File: src/rtl/exec_sequencer_if.sv
// Handshake and strobe bundle between the exec sequencer and the surrounding core.
// The master modport is the sequencer itself; the slave modport is the UART/loader/datapath side.
interface exec_sequencer_if;

   logic        rx_ready;
   logic [7:0]  rx_data;
   logic        load_done;
   logic        mem_busy;
   logic        is_out;
   logic        tx_busy;
   logic        stop_req;

   logic [1:0]  mode;
   logic [2:0]  stage;
   logic        latch_fd;
   logic        latch_de;
   logic        latch_em;
   logic        latch_mw;
   logic        pc_we;
   logic        reg_we;
   logic        out_we;
   logic [31:0] retired;

   modport master (
      input  rx_ready, rx_data, load_done, mem_busy, is_out, tx_busy, stop_req,
      output mode, stage, latch_fd, latch_de, latch_em, latch_mw, pc_we, reg_we, out_we,
             retired
   );

   modport slave (
      output rx_ready, rx_data, load_done, mem_busy, is_out, tx_busy, stop_req,
      input  mode, stage, latch_fd, latch_de, latch_em, latch_mw, pc_we, reg_we, out_we,
             retired
   );

endinterface

File: src/rtl/exec_sequencer.sv
// Multi-cycle CPU control FSM: run mode (idle/load/exec/halt) plus per-instruction stage
// sequencing with registered one-cycle latch strobes and a retired-instruction counter.
//
// state       | meaning
// ------------+-------------------------------------------------------------
// ST_IDLE     | waiting for START_BYTE on the UART receiver
// ST_LOAD     | fetch loader writing instruction memory, wait for load_done
// ST_FETCH    | wait FETCH_LAT cycles, then latch_fd
// ST_DECODE   | wait DECODE_LAT cycles, then latch_de
// ST_EXECUTE  | wait EXEC_LAT cycles, then latch_em
// ST_MEMORY   | wait >= MEM_LAT cycles and !mem_busy, then latch_mw + pc_we
// ST_W0       | writeback: hold while UART tx is busy, then reg_we (+ out_we)
// ST_W1       | retire; halt on stop_req, otherwise back to fetch
// ST_HALT     | terminal until reset
module exec_sequencer #(
   parameter logic [7:0]  START_BYTE = 8'hAA,
   parameter int unsigned FETCH_LAT  = 0,
   parameter int unsigned DECODE_LAT = 0,
   parameter int unsigned EXEC_LAT   = 3,
   parameter int unsigned MEM_LAT    = 0
) (
   input logic               clk_i,
   input logic               rstn_i,
   exec_sequencer_if.master  bus
);

   typedef enum logic [3:0] {
      ST_IDLE,
      ST_LOAD,
      ST_FETCH,
      ST_DECODE,
      ST_EXECUTE,
      ST_MEMORY,
      ST_W0,
      ST_W1,
      ST_HALT
   } state_t;

   localparam logic [3:0] FETCH_LAT_C  = FETCH_LAT[3:0];
   localparam logic [3:0] DECODE_LAT_C = DECODE_LAT[3:0];
   localparam logic [3:0] EXEC_LAT_C   = EXEC_LAT[3:0];
   localparam logic [3:0] MEM_LAT_C    = MEM_LAT[3:0];

   state_t      state_q, state_d;
   logic [3:0]  cnt_q, cnt_d;
   logic [3:0]  cnt_inc;
   logic [31:0] retired_q, retired_d;
   logic        retire;

   logic latch_fd_q, latch_fd_d;
   logic latch_de_q, latch_de_d;
   logic latch_em_q, latch_em_d;
   logic latch_mw_q, latch_mw_d;
   logic pc_we_q,    pc_we_d;
   logic reg_we_q,   reg_we_d;
   logic out_we_q,   out_we_d;

   assign cnt_inc   = (cnt_q == 4'hF) ? cnt_q : cnt_q + 4'd1;
   assign retired_d = retired_q + 32'd1;

   always_ff @(posedge clk_i or negedge rstn_i) begin
      if (!rstn_i) begin
         state_q    <= ST_IDLE;
         cnt_q      <= 4'd0;
         latch_fd_q <= 1'b0;
         latch_de_q <= 1'b0;
         latch_em_q <= 1'b0;
         latch_mw_q <= 1'b0;
         pc_we_q    <= 1'b0;
         reg_we_q   <= 1'b0;
         out_we_q   <= 1'b0;
      end else begin
         state_q    <= state_d;
         cnt_q      <= cnt_d;
         latch_fd_q <= latch_fd_d;
         latch_de_q <= latch_de_d;
         latch_em_q <= latch_em_d;
         latch_mw_q <= latch_mw_d;
         pc_we_q    <= pc_we_d;
         reg_we_q   <= reg_we_d;
         out_we_q   <= out_we_d;
      end
   end

   // Only written on retire so a value preloaded from outside survives until the next one.
   always_ff @(posedge clk_i or negedge rstn_i) begin
      if (!rstn_i) begin
         retired_q <= 32'd0;
      end else if (retire) begin
         retired_q <= retired_d;
      end
   end

   always_comb begin
      state_d    = state_q;
      cnt_d      = cnt_q;
      retire     = 1'b0;
      latch_fd_d = 1'b0;
      latch_de_d = 1'b0;
      latch_em_d = 1'b0;
      latch_mw_d = 1'b0;
      pc_we_d    = 1'b0;
      reg_we_d   = 1'b0;
      out_we_d   = 1'b0;

      unique case (state_q)
         ST_IDLE: begin
            if (bus.rx_ready && (bus.rx_data == START_BYTE)) begin
               state_d = ST_LOAD;
            end
         end

         ST_LOAD: begin
            if (bus.load_done) begin
               state_d = ST_FETCH;
               cnt_d   = 4'd0;
            end
         end

         ST_FETCH: begin
            if (cnt_q == FETCH_LAT_C) begin
               latch_fd_d = 1'b1;
               state_d    = ST_DECODE;
               cnt_d      = 4'd0;
            end else begin
               cnt_d = cnt_inc;
            end
         end

         ST_DECODE: begin
            if (cnt_q == DECODE_LAT_C) begin
               latch_de_d = 1'b1;
               state_d    = ST_EXECUTE;
               cnt_d      = 4'd0;
            end else begin
               cnt_d = cnt_inc;
            end
         end

         ST_EXECUTE: begin
            if (cnt_q == EXEC_LAT_C) begin
               latch_em_d = 1'b1;
               state_d    = ST_MEMORY;
               cnt_d      = 4'd0;
            end else begin
               cnt_d = cnt_inc;
            end
         end

         // The counter parks at MEM_LAT, so "at least MEM_LAT cycles" is an equality test.
         ST_MEMORY: begin
            if (cnt_q == MEM_LAT_C) begin
               if (!bus.mem_busy) begin
                  latch_mw_d = 1'b1;
                  pc_we_d    = 1'b1;
                  state_d    = ST_W0;
                  cnt_d      = 4'd0;
               end
            end else begin
               cnt_d = cnt_inc;
            end
         end

         ST_W0: begin
            if (!(bus.is_out && bus.tx_busy)) begin
               reg_we_d = 1'b1;
               out_we_d = bus.is_out;
               state_d  = ST_W1;
            end
         end

         ST_W1: begin
            retire  = 1'b1;
            cnt_d   = 4'd0;
            state_d = bus.stop_req ? ST_HALT : ST_FETCH;
         end

         ST_HALT: begin
            state_d = ST_HALT;
         end

         default: begin
            state_d = ST_IDLE;
            cnt_d   = 4'd0;
         end
      endcase
   end

   always_comb begin
      bus.mode  = 2'd0;
      bus.stage = 3'd0;
      unique case (state_q)
         ST_IDLE:    begin bus.mode = 2'd0; bus.stage = 3'd0; end
         ST_LOAD:    begin bus.mode = 2'd1; bus.stage = 3'd0; end
         ST_FETCH:   begin bus.mode = 2'd2; bus.stage = 3'd0; end
         ST_DECODE:  begin bus.mode = 2'd2; bus.stage = 3'd1; end
         ST_EXECUTE: begin bus.mode = 2'd2; bus.stage = 3'd2; end
         ST_MEMORY:  begin bus.mode = 2'd2; bus.stage = 3'd3; end
         ST_W0:      begin bus.mode = 2'd2; bus.stage = 3'd4; end
         ST_W1:      begin bus.mode = 2'd2; bus.stage = 3'd4; end
         ST_HALT:    begin bus.mode = 2'd3; bus.stage = 3'd5; end
         default:    begin bus.mode = 2'd0; bus.stage = 3'd0; end
      endcase
   end

   assign bus.latch_fd = latch_fd_q;
   assign bus.latch_de = latch_de_q;
   assign bus.latch_em = latch_em_q;
   assign bus.latch_mw = latch_mw_q;
   assign bus.pc_we    = pc_we_q;
   assign bus.reg_we   = reg_we_q;
   assign bus.out_we   = out_we_q;
   assign bus.retired  = retired_q;

endmodule

File: src/flat_wrapper.sv
// flat-port wrapper written by rule: the top's interface ports become plain ports
module exec_sequencer_flat 
#(
   parameter logic [7:0]  START_BYTE = 8'hAA,
   parameter int unsigned FETCH_LAT  = 0,
   parameter int unsigned DECODE_LAT = 0,
   parameter int unsigned EXEC_LAT   = 3,
   parameter int unsigned MEM_LAT    = 0
)
  (clk_i, rstn_i, bus_rx_ready, bus_rx_data, bus_load_done, bus_mem_busy, bus_is_out, bus_tx_busy, bus_stop_req, bus_mode, bus_stage, bus_latch_fd, bus_latch_de, bus_latch_em, bus_latch_mw, bus_pc_we, bus_reg_we, bus_out_we, bus_retired);
  exec_sequencer_if bus_i ();
  input logic clk_i;
  input logic rstn_i;
  input wire logic [$bits(bus_i.rx_ready)-1:0] bus_rx_ready;
  input wire logic [$bits(bus_i.rx_data)-1:0] bus_rx_data;
  input wire logic [$bits(bus_i.load_done)-1:0] bus_load_done;
  input wire logic [$bits(bus_i.mem_busy)-1:0] bus_mem_busy;
  input wire logic [$bits(bus_i.is_out)-1:0] bus_is_out;
  input wire logic [$bits(bus_i.tx_busy)-1:0] bus_tx_busy;
  input wire logic [$bits(bus_i.stop_req)-1:0] bus_stop_req;
  output wire logic [$bits(bus_i.mode)-1:0] bus_mode;
  output wire logic [$bits(bus_i.stage)-1:0] bus_stage;
  output wire logic [$bits(bus_i.latch_fd)-1:0] bus_latch_fd;
  output wire logic [$bits(bus_i.latch_de)-1:0] bus_latch_de;
  output wire logic [$bits(bus_i.latch_em)-1:0] bus_latch_em;
  output wire logic [$bits(bus_i.latch_mw)-1:0] bus_latch_mw;
  output wire logic [$bits(bus_i.pc_we)-1:0] bus_pc_we;
  output wire logic [$bits(bus_i.reg_we)-1:0] bus_reg_we;
  output wire logic [$bits(bus_i.out_we)-1:0] bus_out_we;
  output wire logic [$bits(bus_i.retired)-1:0] bus_retired;
  assign bus_i.rx_ready = bus_rx_ready;
  assign bus_i.rx_data = bus_rx_data;
  assign bus_i.load_done = bus_load_done;
  assign bus_i.mem_busy = bus_mem_busy;
  assign bus_i.is_out = bus_is_out;
  assign bus_i.tx_busy = bus_tx_busy;
  assign bus_i.stop_req = bus_stop_req;
  assign bus_mode = bus_i.mode;
  assign bus_stage = bus_i.stage;
  assign bus_latch_fd = bus_i.latch_fd;
  assign bus_latch_de = bus_i.latch_de;
  assign bus_latch_em = bus_i.latch_em;
  assign bus_latch_mw = bus_i.latch_mw;
  assign bus_pc_we = bus_i.pc_we;
  assign bus_reg_we = bus_i.reg_we;
  assign bus_out_we = bus_i.out_we;
  assign bus_retired = bus_i.retired;
  exec_sequencer #(.START_BYTE(START_BYTE), .FETCH_LAT(FETCH_LAT), .DECODE_LAT(DECODE_LAT), .EXEC_LAT(EXEC_LAT), .MEM_LAT(MEM_LAT)) u_core (.clk_i(clk_i), .rstn_i(rstn_i), .bus(bus_i));
endmodule
File: config.mk
export PLATFORM = sky130hd
export DESIGN_NAME = exec_sequencer_flat
export DESIGN_NICKNAME = d
export VERILOG_FILES = /design/src/rtl/exec_sequencer_if.sv /design/src/rtl/exec_sequencer.sv /design/src/flat_wrapper.sv
export SDC_FILE = /design/constraint.sdc
export NUM_CORES = 1
export LEC_CHECK = 0
export ABC_AREA = 1
export BUFFER_PORTS_ARGS = -buffer_cell sky130_fd_sc_hd__buf_2
export CORE_MARGIN = 2
export CORE_UTILIZATION = 40
export DETAILED_ROUTE_END_ITERATION = 10
export MAX_ROUTING_LAYER = met4
export PLACE_DENSITY = 0.64
export SLEW_MARGIN = 20
export SYNTH_ARGS = -nofsm -noshare
export SYNTH_HDL_FRONTEND = slang
export SYNTH_SLANG_ARGS = --single-unit
File: constraint.sdc
create_clock -name clk_i -period 2.65 [get_ports clk_i]
set_clock_uncertainty 0.05 [all_clocks]
set_input_delay 0.1325 -clock clk_i [delete_from_list [all_inputs] [get_ports clk_i]]
set_output_delay 0.1325 -clock clk_i [all_outputs]
set_load 0.02 [all_outputs]
==> insert_results.sql, run 1 <==
INSERT INTO impl_metrics (metric_group, metric, value, unit) VALUES
('clock_network', 'cts_post_setup_buffers_inserted', '0', ''),
('worst_setup_path', 'end_kind', 'output pin', ''),
('die', 'fp.dieW', '86.20', 'µm'),
('clock_network', 'cts_resized', '0', ''),
('worst_hold_path', 'hp-class', 'in2reg', ''),
('worst_setup_path', 'critPathLaunchType', 'flop', ''),
('worst_setup_path', 'worst-endpoint-arrival', '1510', 'ps'),
('die', 'placement_rows', '29', ''),
('worst_setup_path', 'timing.critical_path.fanout_max', '6', ''),
('logic_synthesis', 'synth_nets', '374', ''),
('logic_synthesis', 'post_synth_mux_area_share', '0', ''),
('layout', 'num-fill-cells', '667', ''),
('power_and_ir_drop', 'seq_power_share', '0.408', ''),
('worst_hold_path', 'worstHoldPathCells', '2', ''),
('die', 'core_region_area', '0.006459', 'mm²'),
('worst_setup_path', 'timing.setup.critical_path_class', 'reg2out', ''),
('clock_network', 'ctsRootBufferMaster', 'clkbuf_8', ''),
('timing', 'grt_setup_unrepaired', 'false', ''),
('timing', 'worst_pin_slew', '571.9', 'ps'),
('global_routing', 'grt_pass1_wl', '10470', 'µm'),
('worst_setup_path', 'worstReg2RegStart', 'u_core.bus.retired[0]', ''),
('layout', 'commonest_non_fill_non_tap_cells_in_the_layout', 'nand2_1 (109), buf_2 (58), nor2_1 (46), dfrtp_1 (46), inv_1 (45)', ''),
('logic_synthesis', 'post_synth_fa_ha_maj_area_fraction', '0.01389', ''),
('detailed_routing', 'ant_nets', '0', ''),
('worst_setup_path', 'timing.critical_path.required', '2470', 'ps'),
('layout', 'layout_commonest_cell', 'nand2_1', ''),
('clock_network', 'tritoncts', 'done', ''),
('power_and_ir_drop', 'power.total', '0.002133', 'W'),
('timing', 'min_period', '1688', 'ps'),
('job', 'drv_cap', '0', ''),
('timing', 'timing.max_slew.rel_slack', '0.6187', ''),
('layout', 'drive_gt1_frac', '0.2099', ''),
('logic_synthesis', 'post_synth_inst_count', '355', ''),
('power_and_ir_drop', 'power_switching_share', '0.3985', ''),
('power_and_ir_drop', 'total_switching_power', '0.0008499', 'W'),
('layout', 'num-nets-final', '442', ''),
('global_routing', 'groute.usage.overall', '0.1814', ''),
('logic_synthesis', 'yosys_warnings', '0', ''),
('die', 'io-pin-count', '60', ''),
('power_and_ir_drop', 'power.internal', '0.001283', 'W'),
('run_status', 'status', 'completed', ''),
('clock_network', 'clk_pin_slew', '80', 'ps'),
('timing', 'final_min_period_over_clock_period', '0.6369', ''),
('logic_synthesis', 'ys_seq_elements', '46', ''),
('power_and_ir_drop', 'peak_supply_drop', '510.9', 'µV'),
('layout', 'antennaDiodeCount', '0', ''),
('detailed_routing', 'via_count', '2434', ''),
('global_routing', 'number_of_antenna_violations_at_the_first_check_in_global_routing', '0', ''),
('placed_design', 'dp_hpwl', '4779', 'µm'),
('die', 'initial_utilization', '0.4184', ''),
('clock_network', 'cts_hold_buf', '3', ''),
('power_and_ir_drop', 'power_density', '660.4', 'mW/mm²'),
('power_and_ir_drop', 'p_leak', '1.828', 'nW'),
('layout', 'post-route-cell-area', '0.003229', 'mm²'),
('worst_setup_path', 'regToRegSetupSlack', '980', 'ps'),
('clock_network', 'clk-insertion-delay-late', '300', 'ps'),
('timing', 'tns', '0', 'ps'),
('detailed_routing', 'totalWireLength', '6176', 'µm'),
('detailed_routing', 'dr.pass1.iters', '4', ''),
('global_routing', 'first_global_vias', '2325', ''),
('die', 'die_y', '86.20', 'µm'),
('worst_hold_path', 'timing.hold.worst.start', 'bus_is_out', ''),
('power_and_ir_drop', 'pwr-share-clk', '0.232', ''),
('clock_network', 'cts_buffers', '5', ''),
('timing', 'fmaxAchievable', '592.5', 'MHz'),
('logic_synthesis', 'synth_top_family_by_area', 'simple AND/OR/NAND/NOR gates', ''),
('die', 'fp.dieArea', '0.007430', 'mm²'),
('logic_synthesis', 'avgSynthCellArea', '7.613', 'µm²'),
('logic_synthesis', 'synth_simple_gate_area_share', '0.3838', ''),
('global_routing', 'grt_overflow', '0', ''),
('clock_network', 'cts.path.max_buffers', '2', '');
-- critical path, stage by stage (launching register included) --
cell     delay [ps]
dfrtp_1         460
inv_1           130
nand2_1         120
nand2_1          80
o31ai_1         220
buf_2           210
-- per-stage QoR --
stage	hold WS (ps)	setup WS, ps	instances	util
after global routing	44.05	800.1	501	0.5000
after floorplan	-213.1	980.4	355	-
after detailed placement	261.1	965.4	490	0.4779
after global placement	255.3	1035	490	0.4779
final	49.65	962.2	501	0.5000
after CTS	43.02	961.3	501	0.4996
-- how the worst max path moves through the flow --
| stage | to | cells after the start | slack, ps | from |
|---|---|---|---|---|
| 2_1_floorplan | u_core.bus.retired[28] | 8 | 980 | u_core.bus.retired[0] |
| 3_3_place_gp | u_core.bus.retired[28] | 8 | 1030 | u_core.bus.retired[0] |
| 3_5_place_dp | u_core.bus.retired[28] | 8 | 970 | u_core.bus.retired[0] |
| 4_1_cts | u_core.bus.retired[28] | 8 | 960 | u_core.bus.retired[0] |
| 5_1_grt | bus_stage[0] | 5 | 800 | u_core.state_q[2] |
| 6_report | bus_stage[0] | 5 | 960 | u_core.state_q[2] |
-- flip-flops by register name, summed over array words and instances (netlist names) --
| signal | count |
|---|---|
| u_core.state_q | 4 |
| u_core.bus.reg_we | 1 |
| u_core.bus.out_we | 1 |
| u_core.bus.latch_mw | 1 |
| u_core.cnt_q | 4 |
| u_core.bus.latch_em | 1 |
| u_core.bus.retired | 32 |
| u_core.bus.latch_fd | 1 |
| u_core.bus.latch_de | 1 |
-- cells in the mapped netlist --
cell,count,area share
nor2_2,2,0.0046
nand4_1,11,0.025
o31ai_1,1,0.0028
nor3_4,1,0.0060
inv_2,2,0.0028
nor2_1,46,0.064
nand3_1,20,0.037
nand2_2,4,0.0093
ha_1,3,0.014
nand3_2,2,0.0074
xnor2_1,10,0.032
nand3b_4,1,0.0074
o21ai_1,1,0.0019
nor2_8,2,0.015
inv_1,45,0.062
nor3_1,8,0.015
nor3b_1,1,0.0028
o21ai_0,11,0.020
dfrtp_1,46,0.43
buf_4,1,0.0028
o211ai_1,1,0.0028
a21oi_1,5,0.0093
nand2_1,109,0.15
nor2_4,4,0.017
nand2_4,4,0.017
nand3b_1,2,0.0056
xor2_1,12,0.039
-- power groups by stage --
| stage | Sequential, W | Clock (W) | Combinational, W |
|---|---|---|---|
| final | 0.000870 | 0.000495 | 0.000768 |
| after global routing | 0.000882 | 0.000541 | 0.000881 |
| after global placement | 0.000878 | 0 | 0.000755 |
| after CTS | 0.000867 | 0.000512 | 0.000774 |
| after floorplan | 0.000904 | 0 | 0.000523 |
| after detailed placement | 0.000878 | 0 | 0.000769 |
-- layout make-up --
| cell class | instances | area [µm²] | area share |
|---|---|---|---|
| clock buffer | 8 | 110.1 | 0.03410 |
| inverter | 47 | 176.4 | 0.05463 |
| multi-input combinational | 261 | 1368 | 0.4235 |
| sequential | 46 | 1151 | 0.3564 |
| tap | 77 | 96.34 | 0.02983 |
| timing repair buffer | 62 | 327.8 | 0.1015 |
-- per-layer routing --
layer	track usage	routed length, µm	vias to the layer above
met1	0.2267	2893	1105
li1	-	-	1248
met4	0.05824	104	0
met3	0.03429	261	14
met5	-	0	-
met2	0.2988	2917	67
-- cell families after synthesis --
family,Yosys count
and+or+nand+nor,217
adders and majority gates,3
xor gates and xnor gates,22
DFF,46
AOI/OAI and AO/OA,19
buffers and inverters,48
Power figures use the tool's default switching activity.
==> inputs of run 2 (changes only) <==
--- a/config.mk
+++ b/config.mk
@@ -5,13 +5,13 @@
 export SDC_FILE = /design/constraint.sdc
 export NUM_CORES = 1
 export LEC_CHECK = 0
-export ABC_AREA = 1
+export ABC_AREA = 0
 export BUFFER_PORTS_ARGS = -buffer_cell sky130_fd_sc_hd__buf_2
 export CORE_MARGIN = 2
 export CORE_UTILIZATION = 40
 export DETAILED_ROUTE_END_ITERATION = 10
 export MAX_ROUTING_LAYER = met4
-export PLACE_DENSITY = 0.64
+export PLACE_DENSITY = 0.67
 export SLEW_MARGIN = 20
 export SYNTH_ARGS = -nofsm -noshare
 export SYNTH_HDL_FRONTEND = slang
==> constraint.sdc (replaced) <==
create_clock -name clk_i -period 1.5 [get_ports clk_i]
set_clock_uncertainty 0.05 [all_clocks]
set_input_delay 0.075 -clock clk_i [delete_from_list [all_inputs] [get_ports clk_i]]
set_output_delay 0.075 -clock clk_i [all_outputs]
set_load 0.02 [all_outputs]
==> insert_results.sql, run 2 <==
INSERT INTO impl_metrics (metric_group, metric, value, unit) VALUES
('detailed_routing', 'wl_met1', '3083', 'µm'),
('worst_setup_path', 'timing.setup.critical_path_class', 'reg2reg', ''),
('timing', 'hold_viol_final', '0', ''),
('power_and_ir_drop', 'power_switching_share', '0.3849', ''),
('clock_network', 'ctsRootBufferMaster', 'clkbuf_8', ''),
('global_routing', 'grt_start_max_net_pins', '47', ''),
('timing', 'final_min_period_over_clock_period', '1.118', ''),
('die', 'placement_rows', '28', ''),
('worst_setup_path', 'cpPeakStageDelay', '400', 'ps'),
('logic_synthesis', 'synth-edff-count', '0', ''),
('clock_network', 'tritoncts', 'done', ''),
('detailed_routing', 'detailedRoute.firstIterationViolations', '115', ''),
('run_status', 'failed_checks', 'negative setup slack', ''),
('power_and_ir_drop', 'pwr-share-clk', '0.140', ''),
('power_and_ir_drop', 'peak_supply_drop', '1095', 'µV'),
('worst_setup_path', 'crit_top_cell', 'buf_6', ''),
('worst_setup_path', 'critical_path.slowest_cell', 'dfrtp_1', ''),
('worst_setup_path', 'timing.critical_path.fanout_max', '5', ''),
('worst_setup_path', 'crit_chain', 'and4b_2 -> buf_6 -> nand4_4 -> buf_6 -> nor4_4 -> xor2_1', ''),
('layout', 'fin_cells', '464', ''),
('timing', 'grt_setup_unrepaired', 'true', ''),
('timing', 'worst_pin_slew', '413.6', 'ps'),
('detailed_routing', 'ant_nets', '0', ''),
('logic_synthesis', 'yosys-top-cells-count', 'dfrtp_1 (46), nand2_1 (18), xnor2_1 (18)', ''),
('logic_synthesis', 'post-synth-top-count-cell', 'dfrtp_1', ''),
('logic_synthesis', 'synth_seq_area_share', '0.4561', ''),
('die', 'io-pin-count', '60', ''),
('clock_network', 'clk-insertion-delay-late', '300', 'ps'),
('detailed_routing', 'met2_length', '3906', 'µm'),
('power_and_ir_drop', 'seq_power_share', '0.294', ''),
('power_and_ir_drop', 'power_density', '1248', 'mW/mm²'),
('clock_network', 'cts_buffers', '5', ''),
('worst_setup_path', 'timing.critical_path.required', '1680', 'ps'),
('placed_design', 'io_buffer_count', '59', ''),
('global_routing', 'groute.usage.overall', '0.2101', ''),
('global_routing', 'first_global_vias', '2569', ''),
('worst_hold_path', 'hp-class', 'in2reg', ''),
('die', 'initial_utilization', '0.4188', ''),
('detailed_routing', 'met3_wirelength', '278', 'µm'),
('timing', 'fmaxAchievable', '596.2', 'MHz'),
('layout', 'layout_commonest_cell', 'buf_4', ''),
('timing', 'final.setup.worst_slack', '-177.3', 'ps'),
('power_and_ir_drop', 'power.internal', '0.003244', 'W'),
('timing', 'min_period', '1677', 'ps'),
('placed_design', 'dp_hpwl', '4545', 'µm'),
('die', 'fp.dieW', '83.43', 'µm'),
('detailed_routing', 'detail_route.wl_per_cell', '15.78', 'µm'),
('timing', 'holdWs', '191.6', 'ps'),
('layout', 'antennaDiodeCount', '0', ''),
('detailed_routing', 'totalWireLength', '7321', 'µm'),
('logic_synthesis', 'yosys.cell_types.count', '53', ''),
('layout', 'area_delta_synth_final', '67.48', '%'),
('detailed_routing', 'post_drt_via_cell_ratio', '5.343', ''),
('placed_design', 'placed_insts', '427', ''),
('global_routing', 'grt_pass1_wl', '11760', 'µm'),
('worst_setup_path', 'end_kind', 'flop', ''),
('logic_synthesis', 'synth.top_cells.by_area', 'dfrtp_1 (46%), xnor2_1 (6.2%), xor2_1 (4.9%)', ''),
('worst_setup_path', 'critical_path.n_buffers_inverters', '2', ''),
('detailed_routing', 'via_count', '2479', ''),
('die', 'die_y', '83.43', 'µm'),
('detailed_routing', 'drc_errors', '0', ''),
('global_routing', 'grt_overflow', '0', ''),
('worst_setup_path', 'critical-path-top-delay-family', 'simple AND/OR/NAND/NOR gates', ''),
('logic_synthesis', 'yosysTopAreaCell', 'dfrtp_1', ''),
('die', 'core_region_area', '0.006026', 'mm²'),
('power_and_ir_drop', 'p_leak', '2.303', 'nW'),
('worst_setup_path', 'worst-endpoint-arrival', '1860', 'ps'),
('detailed_routing', 'dr.pass1.iters', '4', ''),
('logic_synthesis', 'postSynth.topFlopCell', 'dfrtp_1', ''),
('detailed_routing', 'highest-signal-layer', 'met4', ''),
('job', 'drv_cap', '0', ''),
('logic_synthesis', 'avgSynthCellArea', '10.30', 'µm²'),
('die', 'fp.dieArea', '0.006961', 'mm²'),
('logic_synthesis', 'share_of_synthesized_registers_carrying_an_async_set_or_reset', '1.000', ''),
('logic_synthesis', 'post_synth_inst_count', '245', ''),
('worst_setup_path', 'critPathLaunchType', 'flop', ''),
('layout', 'drive_gt1_frac', '0.5964', ''),
('timing', 'slew_viol_final', '0', ''),
('power_and_ir_drop', 'share_comb_of_total_power', '0.566', ''),
('global_routing', 'number_of_antenna_violations_at_the_first_check_in_global_routing', '0', ''),
('layout', 'num-fill-cells', '409', ''),
('clock_network', 'cts.path.max_buffers', '2', ''),
('layout', 'commonest_non_fill_non_tap_cells_in_the_layout', 'buf_4 (58), buf_2 (55), dfrtp_1 (37)', ''),
('run_status', 'status', 'finished, violations left', ''),
('timing', 'timing.max_slew.rel_slack', '0.7204', ''),
('logic_synthesis', 'ys_seq_elements', '46', ''),
('power_and_ir_drop', 'total_switching_power', '0.002030', 'W'),
('clock_network', 'cts_sinks', '46', ''),
('layout', 'largest_reg_flops', '32', ''),
('timing', 'report.final.setup_viol', '32', ''),
('layout', 'num-nets-final', '407', ''),
('logic_synthesis', 'syn_area', '0.002524', 'mm²'),
('clock_network', 'ctsHtreeMaxLevel', '2', ''),
('clock_network', 'clk_pin_slew', '90', 'ps'),
('logic_synthesis', 'synth_nets', '264', ''),
('logic_synthesis', 'synth_top_cell_area_share', '0.4561', ''),
('logic_synthesis', 'yosys_warnings', '0', ''),
('placed_design', 'globalplace.congestion', '0.8524', '');
## run 2: cell count changes after synthesis, moves of 5 or more
cell,before,now
nor3_1,8,3
and4_1,0,6
nor2_1,46,14
nand2_1,109,18
nand3_1,20,12
inv_1,45,8
nor4_1,0,6
xnor2_1,10,18
nor3_2,0,8
and3_1,0,7
o21ai_0,11,2
clkbuf_1,0,5
## run 2: kinds of logic (layout without fill, tap and decap cells)
family | after synthesis | count (layout) | synth area share
compound gates | 29 | 29 | 0.08577
xor+xnor | 32 | 32 | 0.1111
fa+ha+maj | 3 | 3 | 0.01488
buf+inv | 23 | 166 | 0.04611
flops | 46 | 46 | 0.4561
mux | 1 | 1 | 0.004462
simple gates | 111 | 112 | 0.2816
## run 2: power by group through the flow
| stage | sequential [W] | clock (W) | combinational [W] |
|---|---|---|---|
| 2_1_floorplan | 0.00162 | 0 | 0.00122 |
| 3_3_place_gp | 0.00154 | 0 | 0.00213 |
| 3_5_place_dp | 0.00154 | 0 | 0.00215 |
| 4_1_cts | 0.00152 | 0.000754 | 0.00274 |
| 5_1_grt | 0.00156 | 0.000804 | 0.00319 |
| 6_report | 0.00155 | 0.000738 | 0.00299 |
## run 2: per-stage QoR
step	power [W]	setup TNS (ps)	util	worst slack, ps	instance area (µm²)
2_1_floorplan	0.002844	-1426	-	-109.0	2585
3_3_place_gp	0.003669	-593.9	0.5635	-79.31	3396
3_5_place_dp	0.003684	-1637	0.5635	-120.8	3396
4_1_cts	0.005017	-1651	0.6632	-149.3	3996
5_1_grt	0.005562	-5376	0.7014	-263.3	4227
6_report	0.005274	-2564	0.7014	-177.3	4227
## run 2: worst paths after layout
path	startpoint	to	slack (ps)	cells after the start
max	u_core.state_q[3]	u_core.bus.retired[16]	-180	6
min in group asynchronous	rstn_i	u_core.bus.retired[27]	230	3
min reg2reg	u_core.bus.retired[31]	u_core.bus.retired[31]	420	1
min	bus_rx_data[7]	u_core.state_q[1]	190	4
max in group asynchronous	rstn_i	u_core.bus.retired[23]	940	3
max reg2reg	u_core.state_q[3]	u_core.bus.retired[16]	-180	6
## run 2: metal layers
metal  track usage  vias to the layer above
met2        0.3688                       64
met5             -                        -
met1        0.2544                     1237
met3       0.03380                        7
met4       0.04985                        0
li1              -                     1171
## run 2: cell type report
cell class | count | area [µm²] | area share
Tap cell | 75 | 93.84 | 0.02220
Inverter | 8 | 30.03 | 0.007105
Clock buffer | 6 | 72.57 | 0.01717
Timing Repair Buffer | 150 | 1147 | 0.2715
Clock inverter | 2 | 10.01 | 0.002368
Multi-Input combinational cell | 177 | 1710 | 0.4047
Sequential cell | 46 | 1162 | 0.2750
## run 2: worst min-delay path: stages
cell	delay, ps
buf_2	90
nand4_1	90
a32oi_2	130
a2bb2oi_1	120
## run 2: what timing repair did
| action | 4_1_cts | 5_1_grt |
|---|---|---|
| pin swaps | 35 | 33 |
| cloned | 1 | 0 |
| gates resized for setup | 71 | 40 |
| setup endpoints to repair | 38 | 45 |
| hold buffers | 5 | 0 |
| hold endpoints to repair | 50 | 0 |
| buffers inserted | 18 | 8 |
